===== config.mk =====
export PLATFORM = sky130hd
export DESIGN_NAME = miter_key_sweep
export DESIGN_NICKNAME = d
export VERILOG_FILES = /design/src/rtl/miter_key_sweep.sv
export SDC_FILE = /design/constraint.sdc
export NUM_CORES = 1
export LEC_CHECK = 0
export ABC_AREA = 0
export BUFFER_PORTS_ARGS = -buffer_cell sky130_fd_sc_hd__buf_2
export CAP_MARGIN = 20
export CORE_MARGIN = 1.5
export CORE_UTILIZATION = 25
export DETAILED_ROUTE_END_ITERATION = 16
export HOLD_SLACK_MARGIN = 0.02
export PLACE_DENSITY = 0.5
export SLEW_MARGIN = 20
export SYNTH_ARGS = -nofsm -noshare
export SYNTH_HDL_FRONTEND = slang
export SYNTH_SLANG_ARGS = --single-unit

===== constraint.sdc =====
create_clock -name C -period 2.89 [get_ports C]
set_clock_uncertainty 0.05 [all_clocks]
set_input_delay 0.4335 -clock C [delete_from_list [all_inputs] [get_ports C]]
set_output_delay 0.4335 -clock C [all_outputs]
set_load 0.02 [all_outputs]

===== src/rtl/miter_key_sweep.sv =====
// Key-sweep controller around the lock-verification miter: latches a key, walks every input
// pattern, and grades the key by miter mismatches. Optional: MITER_SWEEP_EARLY_STOP_EN.
module miter_key_sweep #(
   parameter int unsigned NIN    = 5,
   parameter int unsigned NKEY   = 10,
   parameter int unsigned NOUT   = 2,
   parameter int unsigned SETTLE = 1,
   parameter int unsigned CNTW   = 8
) (
   input  logic            C,
   input  logic            R,
   input  logic            start,
   input  logic            abort,
   input  logic [NKEY-1:0] key_in,
   output logic [NIN-1:0]  pat_out,
   output logic [NKEY-1:0] key_out,
   input  logic [NOUT-1:0] q_in,
   input  logic            z_in,
   output logic            busy,
   output logic            done,
   output logic            key_ok,
   output logic [CNTW-1:0] err_cnt,
   output logic [NOUT-1:0] out_fail,
   output logic [NIN-1:0]  first_fail_pat,
   output logic            first_fail_vld
);

   localparam int unsigned SW = 4;

   typedef enum logic [1:0] {ST_IDLE, ST_WAIT, ST_SAMPLE, ST_DONE} state_e;

   state_e          state_q, state_d;
   logic [SW-1:0]   cnt_q, cnt_d;
   logic [NIN-1:0]  pat_q, pat_d;
   logic [NKEY-1:0] key_q, key_d;
   logic            busy_q, busy_d;
   logic            done_q, done_d;
   logic            ok_q, ok_d;
   logic [CNTW-1:0] err_q, err_d;
   logic [NOUT-1:0] of_q, of_d;
   logic [NIN-1:0]  ffp_q, ffp_d;
   logic            ffv_q, ffv_d;
   logic            last_pat_c;
   logic            stop_c;

   assign last_pat_c = (pat_q == {NIN{1'b1}});
`ifdef MITER_SWEEP_EARLY_STOP_EN
   assign stop_c = last_pat_c | ~z_in;
`else
   assign stop_c = last_pat_c;
`endif

   always_ff @(posedge C or negedge R) begin
      if (!R) state_q <= ST_IDLE;
      else    state_q <= state_d;
   end

   // Next-state: abort pre-empts both settling and sampling.
   always_comb begin
      state_d = state_q;
      unique case (state_q)
         ST_IDLE: begin
            if (start) state_d = (SETTLE == 0) ? ST_SAMPLE : ST_WAIT;
         end
         ST_WAIT: begin
            if (abort)                    state_d = ST_IDLE;
            else if (cnt_q <= SW'(1))     state_d = ST_SAMPLE;
         end
         ST_SAMPLE: begin
            if (abort)       state_d = ST_IDLE;
            else if (stop_c) state_d = ST_DONE;
            else             state_d = (SETTLE == 0) ? ST_SAMPLE : ST_WAIT;
         end
         ST_DONE: state_d = ST_IDLE;
         default: state_d = ST_IDLE;
      endcase
   end

   always_comb begin
      cnt_d  = cnt_q;
      pat_d  = pat_q;
      key_d  = key_q;
      done_d = 1'b0;
      ok_d   = ok_q;
      err_d  = err_q;
      of_d   = of_q;
      ffp_d  = ffp_q;
      ffv_d  = ffv_q;
      busy_d = (state_d == ST_WAIT) || (state_d == ST_SAMPLE);
      unique case (state_q)
         ST_IDLE: begin
            if (start) begin
               key_d = key_in;
               pat_d = '0;
               err_d = '0;
               of_d  = '0;
               ffv_d = 1'b0;
               ok_d  = 1'b0;
               cnt_d = SW'(SETTLE);
            end
         end
         ST_WAIT: begin
            cnt_d = cnt_q - SW'(1);
            if (abort) ok_d = 1'b0;
         end
         ST_SAMPLE: begin
            if (abort) begin
               ok_d = 1'b0;
            end else begin
               if (!z_in) begin
                  if (err_q != {CNTW{1'b1}}) err_d = err_q + CNTW'(1);
                  if (!ffv_q) begin
                     ffp_d = pat_q;
                     ffv_d = 1'b1;
                  end
               end
               of_d = of_q | ~q_in;
               if (!stop_c) begin
                  pat_d = pat_q + NIN'(1);
                  cnt_d = SW'(SETTLE);
               end
            end
         end
         default: ;
      endcase
      // Verdict includes the final sample's contribution.
      if (state_q == ST_SAMPLE && state_d == ST_DONE) begin
         done_d = 1'b1;
         ok_d   = (err_d == '0) && (of_d == '0);
      end
   end

   always_ff @(posedge C or negedge R) begin
      if (!R) begin
         cnt_q  <= '0;
         pat_q  <= '0;
         key_q  <= '0;
         busy_q <= 1'b0;
         done_q <= 1'b0;
         ok_q   <= 1'b0;
         err_q  <= '0;
         of_q   <= '0;
         ffp_q  <= '0;
         ffv_q  <= 1'b0;
      end else begin
         cnt_q  <= cnt_d;
         pat_q  <= pat_d;
         key_q  <= key_d;
         busy_q <= busy_d;
         done_q <= done_d;
         ok_q   <= ok_d;
         err_q  <= err_d;
         of_q   <= of_d;
         ffp_q  <= ffp_d;
         ffv_q  <= ffv_d;
      end
   end

   assign pat_out        = pat_q;
   assign key_out        = key_q;
   assign busy           = busy_q;
   assign done           = done_q;
   assign key_ok         = ok_q;
   assign err_cnt        = err_q;
   assign out_fail       = of_q;
   assign first_fail_pat = ffp_q;
   assign first_fail_vld = ffv_q;

endmodule

Word level (Yosys, flattened, before mapping)
Cells that the tools add are included.
W data, S select, Z words.
{ "op_classes": {"muxes": 30, "bitwise": 5, "order_cmp": 1, "eq_ne": 14, "reduce_logical": 16, "addsub": 3} }
{ "op_table": {"columns": ["op", "n"], "rows": [
  ["$mux W8", 4],
  ["$pmux W8 S2", 1],
  ["$reduce_and A4 Y1", 4],
  ["$mux W5", 3],
  ["$mux W2", 7],
  ["$mux W4", 3],
  ["$pmux W4 S3", 1],
  ["$pmux W5 S2", 1],
  ["$add A8 B1 Y8 const B", 1],
  ["$eq A2 B2 Y1 const B", 4],
  ["$logic_not A8 Y1", 1],
  ["$ne A2 B2 Y1 const B", 4],
  ["$ne A8 B8 Y1 const B", 1],
  ["$pmux W2 S4", 1],
  ["$mux W1", 6],
  ["$reduce_bool A3 Y1", 2],
  ["$add A5 B1 Y5 const B", 1],
  ["$eq A5 B5 Y1 const B", 1],
  ["$eq A2 B1 Y1 const B", 2],
  ["$le A4 B1 Y1 const B", 1],
  ["$logic_not A2 Y1", 2],
  ["$pmux W1 S2", 2],
  ["$pmux W2 S2", 1],
  ["$sub A4 B1 Y4 const B", 1],
  ["other kinds (11)", 14]
]} }
{ "word_totals": {"reg_bits": 40, "out_inout_bits": 34, "input_bits": 17} }

Depth between registers and ports, before layout
{ "logic_depth": {"ltp_word": 8, "mapped_depth": 12, "mapped_depth_nobuf": 12} }

Least setup slack after synthesis
Ideal clock, no wire load.
{ "synth_timing": {"path_type": "reg2reg", "startpoint": "register state_q[0]", "endpoint": "register ok_q, in the netlist key_ok", "setup_time_ns": 0.104, "stages_incl_launch_ff": 13, "arrival_ns": 2.701, "setup_slack_ns": 0.036, "t_required_ns": 2.736, "cell_sequence": "dfrtp_1 inv_1 ha_1 buf_8 clkbuf_1 clkbuf_1 nor2_1 o31ai_1 ha_1 and2_2 nand3b_1 or4_4 o41ai_2"} }
{ "synth_via": {"elab_chain_cells": 7, "elab_cells_between_ends": 22} }
{ "synth_rtl": {"columns": ["element", "line_no", "text"], "rows": [
  ["start, declared", "32", "state_e state_q, state_d;"],
  ["start signal, assigned", "55", "else state_q <= state_d;"],
  ["$mux W2", "67", "else if (cnt_q <= SW'(1)) state_d = ST_SAMPLE;"],
  ["$mux W2", "66", "if (abort) state_d = ST_IDLE;"],
  ["$pmux W2 S4 (*)", "61", "unique case (state_q)"],
  ["net state_d[0]", "32", null],
  ["$eq A2 B2 Y1 (*)", "127", "if (state_q == ST_SAMPLE && state_d == ST_DONE) begin"],
  ["$logic_and A1 B1 Y1 (*)", "127", null],
  ["$ne A3 B3 Y1 (no source line) (tied with other cells)", null, null],
  ["$reduce_and A3 Y1 (no source line)", null, null],
  ["end signal, assigned", "151", "ok_q <= ok_d;"],
  ["end, declared", "38", "logic ok_q, ok_d;"]
]} }
Mark *: on every way through the listed nets, which the timed path passes. The rest lies on a longest branch.
A chain may end at the register's enable or synchronous reset.

Worst setup path in the final report
{ "layout_timing": {"startpoint": "register state_q[0]", "endpoint": "register ok_q, in the netlist key_ok"} }
{ "layout_via": {"elab_cells_between_ends": 22} }
{ "layout_lines": {"columns": ["element", "line_no"], "rows": [
  ["$eq A2 B2 Y1 (tied with other cells)", "61"],
  ["$pmux W2 S4 (*)", "61"],
  ["net state_d[1]", "32"],
  ["$eq A2 B2 Y1 (*)", "127"],
  ["$logic_and A1 B1 Y1 (*)", "127"],
  ["$ne A3 B3 Y1 (no source line) (tied with other cells)", null],
  ["$reduce_and A3 Y1 (no source line)", null]
]} }
Marks and branches as above.

==> flow_summary.yaml <==
synth:
  synth_enable_flop_cells: 0
  ys_dominant_reg_cell: "sky130_fd_sc_hd__dfrtp_1"
  synth_top_cell_by_area: "sky130_fd_sc_hd__dfrtp_1"
  postSynth.asyncResetShare_pct: 100.0
  post-synth-top-count-cell: "sky130_fd_sc_hd__dfrtp_1"
  synthAdderAreaFrac_pct: 6.455
  synthMuxAreaShare_pct: 10.50
  synth_top_family_by_area: "simple AND/OR/NAND/NOR gates"
  synth_simple_gate_area_share_pct: 17.14
  synthXorXnorAreaFrac_pct: 0.4108
  synth.cell_area_sq_mm: 0.002132
  yosys_synthesis_warning_count: 0
  yosys.cell_types.count: 57
  synth_area_per_cell_sq_um: 10.99
  synth_cells: 194
  ys_top_cells_by_area: "sky130_fd_sc_hd__dfrtp_1 (47%), sky130_fd_sc_hd__mux2_1 (7.4%), sky130_fd_sc_hd__ha_1 (6.5%)"
  yosysTopAreaCellShare_pct: 46.95
  synth.cells.most_frequent: "sky130_fd_sc_hd__dfrtp_1 (40), sky130_fd_sc_hd__mux2_1 (14), sky130_fd_sc_hd__nand2_1 (14), sky130_fd_sc_hd__a21oi_1 (12), sky130_fd_sc_hd__nor2_1 (12)"
  synth_sequential_area_ratio_pct: 46.95
  synth-compound-area-share_pct: 15.38
  synth_nets: 222
  yosys_register_bits: 40
grt:
  global_route.usage.total_pct: 11.96
  antenna_found_initial: 0
  number_of_global_route_vias_before_repair: 1664
  globalRoute.totalOverflow: 0
  globalRouteMet2Util_pct: 17.49
  grt_busiest_layer: "met2"
  grt_start_max_net_pins: 41
  globalRouteMet1Util_pct: 16.62
  grt_pass1_wl_um: 8231
  grt_use_met3_pct: 3.349
cts:
  post_cts_setup_repair_bufs: 0
  post_cts_hold_buffer_count: 0
  cts_buffers: 5
  clock_insertion_delay_worst_skew_ps: 290
  clockRootBuffer: "sky130_fd_sc_hd__clkbuf_8"
  count_of_clock_tree_sinks: 40
  cts-resized-gates: 0
  cts_tree: "yes"
  htreeDepth: 2
  clkSlewWorstSetupHoldPaths_ps: 90
  cts-root-to-sink-buffers: 2
placement:
  finalWeightedCongestion: 0.8289
  placement.io_buffers: 50
  dp.final_hpwl_um: 3529
  dpl_cell_area_sq_mm: 0.002495
  place_worst_setup_slack_ps: 236.7
power:
  net_switching_power_w: 0.0008123
  leakagePower_nw: 1.279
  clockPowerShare_pct: 23.7
  seq_pwr_share_pct: 37.1
  combinational_cell_fraction_of_total_power_pct: 39.2
  peakVddDrop_uv: 348.4
  intPower_w: 0.001299
  power.switching_fraction_pct: 38.47
  power.density_mw_per_mm2: 803.2
sta:
  final_setup_violation_count: 0
  setup_tns_ps: 0
  timing.final.crit_share_pct: 90.29
  maxClockFrequency_ghz: 0.3832
  worst-slew-pin-transition_ps: 573.5
  fin_crit_ps: 2609
  finalMaxSlewViolations: 0
  grt_setup_unrepaired: "no"
  worst_path_setup_slack_after_routing_ps: 280.6
  finalHoldViolations: 0
  worst_case_headroom_to_the_max_slew_limit_pct: 61.44
outcome:
  outcome: "finished, final reports clean"
route:
  avgRoutedWirePerCell_um: 14.17
  routed_via_density: 4.771
  first_iter_violations: 97
  detail_route.drc_violations: 0
  postRouteAntennaNets: 0
  num_vias: 1689
  finalWirelength_um: 5015
  drt-pass1-iter-count: 4
worst_setup_path:
  startpoint_type: "register"
  critPathRequiredTime_ps: 3030
  crit_fanout: 8
  worst_setup_path_end_kind: "register"
  critical_path_class: "reg -> reg"
  arrival_ps: 2750
floorplan:
  io_pins: 51
  rows: 33
  fp.dieH_um: 95.35
  starting_density_pct: 25.82
  core_area_sq_mm: 0.008258
  die_w_um: 95.35
  die-area_sq_mm: 0.009092
layout:
  layout-drive-gt1-share_pct: 32.53
  flow.area_growth_from_synthesis_pct: 23.30
  layout.filler_cells: 884
  antenna_cells: 0
  layout.nets: 276
  finish.instance_area_sq_mm: 0.002629
hold_path:
  timing.hold.worst.class: "in -> async"
flow_run:
  drv.max_cap_violation_count: 0
==> area by class of cell <==
| type | count | area [sq um] | share of cell area [%] |
|---|---|---|---|
| clock inverter | 2 | 38.79 | 1.475 |
| clock buffer | 6 | 82.58 | 3.141 |
| inverter | 5 | 18.77 | 0.7139 |
| multi-input combinational | 142 | 1074 | 40.84 |
| tap | 105 | 131.4 | 4.998 |
| timing repair buffer | 54 | 282.8 | 10.76 |
| sequential | 40 | 1001 | 38.08 |
==> power groups by stage <==
stage / clock [W] / combinational, W / sequential [W]
6_report: 0.000500 / 0.000828 / 0.000784
5_1_grt: 0.000542 / 0.000926 / 0.000804
4_1_cts: 0.000523 / 0.000827 / 0.000784
3_5_place_dp: 0 / 0.000826 / 0.000794
3_3_place_gp: 0 / 0.000820 / 0.000790
2_1_floorplan: 0 / 0.000461 / 0.000904
==> worst paths after layout <==
kind                                         from                 to  slack [ps]  cells past startpoint
worst max-delay path                   state_q[0]             key_ok         280                      9
worst min-delay path                            R         err_cnt[4]          60                      1
worst max register to register         state_q[0]             key_ok         280                      9
worst min register to register  first_fail_pat[3]  first_fail_pat[3]         430                      1
max in group asynchronous                       R  first_fail_pat[1]        2350                      1
min in group C                          key_in[5]         key_out[5]         290                      2
==> per-layer routing <==
layer	routed length, um	part of all wire (%)
met3	308	6.1
met5	0	0
met1	2505	50
met4	50	1.0
met2	2151	43
==> metrics by stage <==
step | utilization [%] | power, W | instances | hold slack (ps)
final | 31.83 | 0.002112 | 354 | 58.46
after detailed placement | 30.21 | 0.001620 | 346 | 419.2
after CTS | 31.68 | 0.002134 | 354 | 276.8
after global placement | 30.21 | 0.001610 | 346 | 417.2
after global routing | 31.83 | 0.002272 | 354 | 121.9
after floorplan | - | 0.001366 | 194 | 87.91
==> registers in the layout, summed over array words and instances (netlist names), 2 cells and up <==
register and count:
cnt_q 4, err_cnt 8, first_fail_pat 5, key_out 10, out_fail 2, pat_out 5, state_q 2
==> kinds of logic (layout without fill, tap and decap cells) <==
group,after synthesis,count (layout)
multiplexers,20,20
adder cells (fa/ha/maj),11,11
AND/OR/NAND/NOR,63,63
XOR/XNOR,1,1
flip-flops,40,40
AO/OA/AOI/OAI,47,47
buffers and inverters,12,67
==> cell usage in the layout (no fill, tap or decap), types with 6 or more instances in the layout <==
master	n
sky130_fd_sc_hd__dfrtp_1	40
sky130_fd_sc_hd__buf_2	49
sky130_fd_sc_hd__a21oi_1	12
sky130_fd_sc_hd__nand2_1	14
sky130_fd_sc_hd__clkbuf_8	6
sky130_fd_sc_hd__ha_1	11
sky130_fd_sc_hd__nand3_1	6
sky130_fd_sc_hd__mux2_1	14
sky130_fd_sc_hd__o21ai_0	7
sky130_fd_sc_hd__nor2_1	12
==> worst max-delay path, cell delays in order (launching register included) <==
cell	delay [ps]
sky130_fd_sc_hd__dfrtp_1	460
sky130_fd_sc_hd__inv_1	110
sky130_fd_sc_hd__ha_1	380
sky130_fd_sc_hd__nor2b_4	290
sky130_fd_sc_hd__a21o_1	160
sky130_fd_sc_hd__ha_1	130
sky130_fd_sc_hd__and2_2	160
sky130_fd_sc_hd__nand3b_1	80
sky130_fd_sc_hd__or4_4	420
sky130_fd_sc_hd__o41ai_2	280
No activity file was read; power rests on OpenSTA's default activity.
